**config.mk**
```make
export PLATFORM = sky130hd
export DESIGN_NAME = bp_fe_bp_update_tracker
export DESIGN_NICKNAME = d
export VERILOG_FILES = /design/src/rtl/bp_fe_bp_pkg.sv /design/src/rtl/bp_fe_bp_track_fifo.sv /design/src/rtl/bp_fe_bp_update_tracker.sv
export SDC_FILE = /design/constraint.sdc
export NUM_CORES = 1
export LEC_CHECK = 0
export CAP_MARGIN = 20
export CORE_MARGIN = 2
export CORE_UTILIZATION = 50
export DETAILED_ROUTE_END_ITERATION = 8
export PLACE_DENSITY = 0.8
export SYNTH_ARGS = -nofsm -noshare
export SYNTH_HDL_FRONTEND = slang
export SYNTH_SLANG_ARGS = --single-unit
```
**constraint.sdc**
```tcl
create_clock -name clk_i -period 3.6 [get_ports clk_i]
set_input_delay 0.9 -clock clk_i [delete_from_list [all_inputs] [get_ports clk_i]]
set_output_delay 0.9 -clock clk_i [all_outputs]
set_load 0.01 [all_outputs]
```
**src/rtl/bp_fe_bp_pkg.sv**
```systemverilog
// Shared types and default sizes for the front-end predictor update tracker.
// The entry type depends on the predictor index width, so it is provided as a macro.

// In-flight entry: lookup index plus the prediction returned for it.
`define BP_FE_BP_ENTRY_S(idx_width) struct packed { logic [(idx_width)-1:0] idx; logic pred; }

package bp_fe_bp_pkg;

  localparam int bht_idx_width_default_lp = 10;
  localparam int fifo_els_default_lp      = 8;
  localparam int stat_width_default_lp    = 16;

  // Packed width of one in-flight entry for a given index width.
  function automatic int entry_width(input int idx_width);
    return idx_width + 1;
  endfunction

endpackage

```
**src/rtl/bp_fe_bp_track_fifo.sv**
```systemverilog
// In-order circular buffer holding in-flight predictions: push at tail, pop at head,
// synchronous clear of all entries, occupancy count out.

module bp_fe_bp_track_fifo
  import bp_fe_bp_pkg::*;
#(
  parameter int els_p   = fifo_els_default_lp,
  parameter int width_p = entry_width(bht_idx_width_default_lp)
) (
  input  logic                     clk_i,
  input  logic                     reset_n_i,
  input  logic                     push_i,
  input  logic [width_p-1:0]       data_i,
  input  logic                     pop_i,
  input  logic                     clear_i,
  output logic [width_p-1:0]       head_o,
  output logic                     full_o,
  output logic                     empty_o,
  output logic [$clog2(els_p):0]   count_o
);

  localparam int ptr_w_lp = $clog2(els_p);
  localparam int cnt_w_lp = $clog2(els_p) + 1;

  logic [width_p-1:0]  mem_r [els_p];
  logic [ptr_w_lp-1:0] head_r, tail_r;
  logic [cnt_w_lp-1:0] count_r;
  logic                push_ok, pop_ok;

  assign full_o  = (count_r == cnt_w_lp'(els_p));
  assign empty_o = (count_r == '0);
  assign count_o = count_r;
  assign head_o  = mem_r[head_r];

  // No bypass: a full buffer refuses a push even if a pop happens the same cycle.
  assign push_ok = push_i & ~full_o & ~clear_i;
  assign pop_ok  = pop_i & ~empty_o;

  // NOTE: storage is deliberately not reset; an entry is only read while the count says it is valid.
  always_ff @(posedge clk_i) begin
    if (push_ok) mem_r[tail_r] <= data_i;
  end

  // NOTE: sequential state uses non-blocking assignments so every flop samples pre-edge values.
  always_ff @(posedge clk_i or negedge reset_n_i) begin
    if (!reset_n_i) begin
      head_r  <= '0;
      tail_r  <= '0;
      count_r <= '0;
    end else if (clear_i) begin
      head_r  <= '0;
      tail_r  <= '0;
      count_r <= '0;
    end else begin
      // Pointers wrap naturally because the depth is a power of two.
      if (push_ok) tail_r <= tail_r + ptr_w_lp'(1);
      if (pop_ok)  head_r <= head_r + ptr_w_lp'(1);
      case ({push_ok, pop_ok})
        2'b10:   count_r <= count_r + cnt_w_lp'(1);
        2'b01:   count_r <= count_r - cnt_w_lp'(1);
        default: count_r <= count_r;
      endcase
    end
  end

endmodule

```
**src/rtl/bp_fe_bp_update_tracker.sv**
```systemverilog
// Issues predictor lookups, tracks each prediction in order until its branch resolves,
// then writes the outcome back to the predictor and keeps saturating statistics.

module bp_fe_bp_update_tracker
  import bp_fe_bp_pkg::*;
#(
  parameter int bht_idx_width_p = bht_idx_width_default_lp,
  parameter int fifo_els_p      = fifo_els_default_lp,
  parameter int stat_width_p    = stat_width_default_lp
) (
  input  logic                         clk_i,
  input  logic                         reset_n_i,
  input  logic                         fetch_v_i,
  input  logic [bht_idx_width_p-1:0]   fetch_idx_i,
  output logic                         fetch_ready_o,
  output logic                         predict_taken_o,
  output logic                         r_v_o,
  output logic [bht_idx_width_p-1:0]   idx_r_o,
  input  logic                         predict_i,
  input  logic                         resolve_v_i,
  input  logic                         resolve_taken_i,
  output logic                         resolve_ready_o,
  input  logic                         flush_i,
  output logic                         w_v_o,
  output logic [bht_idx_width_p-1:0]   idx_w_o,
  output logic                         correct_o,
  output logic [$clog2(fifo_els_p):0]  occupancy_o,
  output logic [stat_width_p-1:0]      resolve_cnt_o,
  output logic [stat_width_p-1:0]      mispredict_cnt_o
);

  typedef `BP_FE_BP_ENTRY_S(bht_idx_width_p) entry_s;

  entry_s                  push_entry, head_entry;
  logic                    fifo_full, fifo_empty;
  logic                    pop, mispredict;
  logic [stat_width_p-1:0] resolve_cnt_n, mispredict_cnt_n;

  // Lookup gating: a flush cycle never starts a new lookup.
  assign fetch_ready_o   = ~fifo_full;
  assign r_v_o           = fetch_v_i & fetch_ready_o & ~flush_i;
  assign idx_r_o         = fetch_idx_i;
  assign predict_taken_o = r_v_o & predict_i;

  assign resolve_ready_o = ~fifo_empty;
  assign pop             = resolve_v_i & resolve_ready_o;
  assign push_entry      = '{idx: fetch_idx_i, pred: predict_i};
  assign mispredict      = (head_entry.pred != resolve_taken_i);

  // A resolve in the flush cycle still pops the head before the clear takes effect.
  bp_fe_bp_track_fifo #(
    .els_p   (fifo_els_p),
    .width_p ($bits(entry_s))
  ) fifo (
    .clk_i     (clk_i),
    .reset_n_i (reset_n_i),
    .push_i    (r_v_o),
    .data_i    (push_entry),
    .pop_i     (pop),
    .clear_i   (flush_i),
    .head_o    (head_entry),
    .full_o    (fifo_full),
    .empty_o   (fifo_empty),
    .count_o   (occupancy_o)
  );

  // NOTE: every variable written here gets a default first, so no latch can be inferred.
  always_comb begin
    resolve_cnt_n    = resolve_cnt_o;
    mispredict_cnt_n = mispredict_cnt_o;
    if (pop && (resolve_cnt_o != '1))
      resolve_cnt_n = resolve_cnt_o + stat_width_p'(1);
    if (pop && mispredict && (mispredict_cnt_o != '1))
      mispredict_cnt_n = mispredict_cnt_o + stat_width_p'(1);
  end

  // Write stage: one cycle behind the accepted resolve; index and verdict hold between writes.
  always_ff @(posedge clk_i or negedge reset_n_i) begin
    if (!reset_n_i) begin
      w_v_o            <= 1'b0;
      idx_w_o          <= '0;
      correct_o        <= 1'b0;
      resolve_cnt_o    <= '0;
      mispredict_cnt_o <= '0;
    end else begin
      w_v_o            <= pop;
      resolve_cnt_o    <= resolve_cnt_n;
      mispredict_cnt_o <= mispredict_cnt_n;
      if (pop) begin
        idx_w_o   <= head_entry.idx;
        correct_o <= ~mispredict;
      end
    end
  end

endmodule

```
==> flow_summary.toml <==
[floorplan]
die_area_sq_um = 12800
die_h_microns = 113
rows = 39
io_pins = 79
die_x_microns = 113
start_util_pct = 51.7
core_area_sq_um = 11600

[worst_setup_path]
start_kind = "input pin"
path_max_fanout = 5
worst-endpoint-arrival_ns = 2.59
cpMostUsedCell = "clkdlybuf4s50_1"
critPathBufInv = 3
crit_chain = "clkdlybuf4s50_1, nand2_4, or2_2, inv_1, and2_1, clkdlybuf4s50_1"
required_ns = 2.70
cpPeakStageDelay_ns = 0.53
crit_family = "buffers and inverters"
cp_slowest_cell = "clkdlybuf4s50_1"
worstSetupPathType = "input pin to primary output"
end_kind = "primary output"

[finish]
nFillCells = 794
area_delta_synth_final_pct = 25.3
mostFrequentLayoutCell = "edfxtp_1"
final_cell_mix = "88 x edfxtp_1, 77 x clkdlybuf4s50_1, 54 x dfrtp_1"
drive_above_1_share_pct = 16.8
final_cell_area_sq_um = 7480
diodes = 0
fin_nets = 504

[pwr]
power_density_nw_per_um2 = 686
switching_power_mw = 1.53
p_sw_share_pct = 29.8
peakVddDrop_v = 0.000444
p_clk_share_pct = 32.4
power.leakage_nw = 2.75
p_int_mw = 3.60
comb_power_share_pct = 26.7
seqPwrFrac_pct = 41.0

[yosys]
ys_async_sr_fraction_pct = 38.0
ys_warn_count = 0
yosysSeqAreaShare_pct = 66.8
synth_area_leaders = "edfxtp_1 44%, dfrtp_1 23%, mux4_2 7.5%"
postSynthAreaPerCell_sq_um = 15.2
syn_area_sq_um = 5980
ys_types = 43
synth_ff_type = "edfxtp_1"
synth_top_area_cell = "edfxtp_1"
syn-num-nets = 415
synthCells = 392
synth_top_area_share_pct = 44.2
synth_edf_count = 88
synth-seq-cells = 142

[route]
first_pass_iters = 4
vias_per_cell = 5.61
post_drt_wl_per_cell_microns = 17.9
wl_microns = 11400
drc = 0
ant_nets = 0
dr.first_iter.drc_count = 389
via_count = 3571

[clocking]
cts_hold_buf = 0
clkTransAtPathRegs_ns = 0.06
clock_sinks = 142
insertion_delay_ns = 0.41
numCtsBuffers = 17
cts_max_level = 4
root_buffer = "clkbuf_16"
postCtsResizedCells = 0
cts_setup_buffers = 0
tritoncts = "yes"
cts.path.max_buffers = 2

[global_route]
grt_usage_pct = 19.1
antenna_found_initial = 0
grt_pass1_vias = 3536
grt_pass1_wl_microns = 18500
grt_max_degree = 55
grt_overflow_total = 0

[sta]
min_period_ns = 3.49
rsz0062_at_grt = "false"
worst_pin_slew_ns = 0.809
holdWs_ns = 0.479
skew_ns = 0.00746
setup_viol = 0
fmax_mhz = 287
post-route-period-util_pct = 96.9
slew_viol_final = 0
finalSetupTns_ns = 0
max_slew_margin_pct = 46.1
hold_viol = 0

[outcome]
status = "finished, final reports clean"

[min_path]
hold_class = "register to register"

[place]
place_congestion = 0.800
dp_hpwl_microns = 7190
io_buffer_count = 78
placed_cell_area_sq_um = 6920

[job]
max_cap_viol_count = 0
layout make-up:
| cell class | count | area, sq um | share of cell area [%] |
|---|---|---|---|
| flip-flops and latches | 142 | 3990 | 53.4 |
| multi-input cells | 221 | 1820 | 24.4 |
| repair buffers | 96 | 911 | 12.2 |
| clock buffers | 19 | 433 | 5.78 |
| well taps | 143 | 179 | 2.39 |
| clock inverters | 13 | 130 | 1.74 |
| inverters | 3 | 13.8 | 0.184 |
final timing paths:
check,to,startpoint,slack (ns),cells past startpoint
hold reg to reg,idx_w_o[0],idx_w_o[0],0.48,2
hold / removal,idx_w_o[0],idx_w_o[0],0.48,2
min in group asynchronous,resolve_cnt_o[10],reset_n_i,0.62,2
setup / recovery,predict_taken_o,fetch_v_i,0.11,6
setup reg to reg,fifo.count_o[3],fifo.count_o[1],0.89,10
max in group asynchronous,fifo.count_o[3],reset_n_i,2.52,2
state kept, by name (all words and copies together), names as in the netlist:
signal / count
resolve_cnt_o: 16
fifo.head_r: 3
fifo.count_o: 4
idx_w_o: 10
fifo.tail_r: 3
correct_o: 1
w_v_o: 1
fifo.mem_r: 88
mispredict_cnt_o: 16
synth_stat cells, types with 10 or more instances:
cell type and instances:
nor2_1 19, buf_4 10, nand3_1 19, and3_1 12
edfxtp_1 88, mux2i_1 15, dfrtp_1 54, nand2_1 29
mux4_2 20, xnor2_1 26, o21ai_0 11
through the flow:
stage          cells  power [mW]  worst slack, ns  util [%]
3_3_place_gp     605        3.47            0.136      59.9
3_5_place_dp     605        3.52            0.120      59.9
4_1_cts          637        5.18            0.101      64.7
5_1_grt          637        5.38         0.000221      64.7
6_report         637        5.13            0.112      64.7
2_1_floorplan    392        2.95            0.793         -
tightest hold or removal path, delay by kind of cell (launching register included):
family	cells	cell delay, ns
and+or+nand+nor	1	0.05
DFF	1	0.34
AOI/OAI and AO/OA	1	0.06
power by group through the flow:
stage / Sequential (mW) / Clock (mW) / Combinational [mW]
final: 2.10 / 1.66 / 1.37
after global routing: 2.13 / 1.76 / 1.49
after CTS: 2.11 / 1.68 / 1.39
after detailed placement: 2.13 / 0 / 1.38
after global placement: 2.12 / 0 / 1.34
after floorplan: 2.15 / 0 / 0.801
cell families (layout without fill, tap and decap cells):
| kind of cell | count (synthesis) | count (layout) | synth area share, % |
|---|---|---|---|
| simple gates | 120 | 120 | 10.9 |
| xor+xnor | 35 | 35 | 5.13 |
| fa+ha+maj | 6 | 6 | 1.26 |
| buf+inv | 29 | 131 | 2.74 |
| compound gates | 21 | 21 | 2.37 |
| flops | 142 | 142 | 66.8 |
| mux | 39 | 39 | 10.8 |
metal layers:
| layer | part of all wire (%) | global-route usage, % |
|---|---|---|
| met1 | 44 | 24.8 |
| met5 | 0 | 0 |
| met2 | 50 | 31.6 |
| met4 | 1.3 | 6.91 |
| met3 | 4.9 | 4.66 |
Note: power is estimated with default switching activity, not from simulation.
==> RTL edit (same flow settings) <==
The package constant `stat_width_default_lp` goes from 16 to 20.
--- a/src/rtl/bp_fe_bp_pkg.sv
+++ b/src/rtl/bp_fe_bp_pkg.sv
@@ -8,7 +8,7 @@
 
   localparam int bht_idx_width_default_lp = 10;
   localparam int fifo_els_default_lp      = 8;
-  localparam int stat_width_default_lp    = 16;
+  localparam int stat_width_default_lp    = 20;
 
   // Packed width of one in-flight entry for a given index width.
   function automatic int entry_width(input int idx_width);
Interface: changed (resized mispredict_cnt_o and resolve_cnt_o); port bits go from 79 to 87. The function was not compared with the original's and may differ.
==> RTL edit against the original RTL <==
Synthesized area increased by 6.4%. Final cell count increased by 11%. Cell area rose by 7.0%. Power grew 0.98%. Worst setup slack better by 0.046 ns. Wire length rose by 8.5%. Sequential cell count rose by 8. Clock skew grew 0.0069 ns. Critical endpoint unchanged. Largest cell class unchanged.
==> RTL edit: results (changes against the original RTL) <==
status: "completed"
grt_max_degree: 42  # -24%
grt_use_met2: 0.3256  # +0.009858
drive_gt1_frac: 0.1538  # -0.01417
max-slew-margin-rel: 0.4487  # -0.01224
rr_worst_depth: 11  # +1
placed_cell_area_um2: 7466  # +7.9%
reg_top3: "fifo.mem_r: 88 flops, mispredict_cnt_o: 20 flops, resolve_cnt_o: 20 flops"
synth.yosys.seq_area_share: 0.6596  # -0.008759
pre_cts_ws_ns: 0.2297  # +0.1098 ns
wirelength_met1_um: 5394  # +7.9%
clkPwrFrac: 0.312  # -0.012
fin_nets: 544  # +7.9%
leakage_uw: 0.002918  # +6.0%
critPathArrivalTime_ns: 2.54  # -0.05 ns
netlist_top_cells_area: "edfxtp_1 42%, dfrtp_1 24%, mux4_2 7.4%"
track_usage: 0.1962  # +0.005380
hold_ws_ns: 0.3593  # -0.1198 ns
use_met3: 0.06179  # +0.01519
vias_per_cell: 5.460  # -2.6%
hp-class: "primary input to asynchronous set/reset pin"
p_sw_frac: 0.2907  # -0.007362
dp_hpwl_um: 8069  # +12%
regToRegSetupSlack_ns: 0.85  # -0.04 ns
combPwrFrac: 0.261  # -0.006
port_buffers: 86  # +10%
async_reset_ff_frac: 0.4133  # +0.03305
synth_commonest_cells: "88 x edfxtp_1, 62 x dfrtp_1, 36 x nand2_1"
grt_pass1_wl_um: 19580  # +6.1%
wl_met2_um: 6259  # +9.4%
ir_drop_mv: 0.4061  # -8.6%
yosysUniqueCellTypes: 44  # +2.3%
place.gp.congestion: 0.7821  # -2.2%
fin_worst_skew_ns: 0.01434  # +0.006877 ns
wl_um: 12390  # +8.5%
globalRouteMet1Util: 0.2538  # +0.006104
## RTL edit: cell types whose count changed after synthesis, sizes merged, moves of 4 or more
cell | unedited run | this run
or4 | 1 | 5
dfrtp | 54 | 62
nor4b | 0 | 4
xor2 | 9 | 15
and3 | 12 | 8
nand2 | 33 | 38
xnor2 | 26 | 32
mux2i | 15 | 11
## RTL edit: worst max-delay path by stage
stage	from	to	slack (ns)	cells past startpoint
floorplan	fetch_v_i	fifo.mem_r[0][0]	0.66	3
global placement	fetch_v_i	predict_taken_o	0.27	5
detailed placement	fetch_v_i	predict_taken_o	0.23	5
CTS	fifo.count_o[1]	predict_taken_o	0.14	5
global route	fifo.count_o[1]	predict_taken_o	0.05	5
finish	fifo.count_o[1]	predict_taken_o	0.16	5
## RTL edit: area by class of cell
class                   count  area [um^2]
well taps                 172        215.2
multi-input cells         246         2049
flip-flops and latches    150         4194
clock inverters            11        105.1
repair buffers            103        996.0
clock buffers              20        436.7
fillers                   936         4509
inverters                   3        11.26
## RTL edit: through the flow
step | utilization | total power, uW | instances
detailed placement | 0.5965 | 3607 | 674
floorplan | - | 3020 | 423
global placement | 0.5949 | 3554 | 673
finish | 0.6397 | 5184 | 705
global route | 0.6397 | 5454 | 705
CTS | 0.6397 | 5242 | 705
## RTL edit: kinds of logic after synthesis
family | Yosys count | share of synthesized area
buffers and inverters | 27 | 0.02381
AO/OA/AOI/OAI | 27 | 0.02657
AND/OR/NAND/NOR | 127 | 0.1045
adder cells (fa/ha/maj) | 6 | 0.01181
flip-flops | 150 | 0.6596
XOR/XNOR | 47 | 0.06474
multiplexers | 39 | 0.1090
## RTL edit: worst max-delay path, stage by stage, from the launching register on
cell	delay [ns]
dfrtp_1	0.50
or4b_1	0.73
nand2_4	0.20
nor2_1	0.08
and2_1	0.15
clkdlybuf4s50_1	0.47
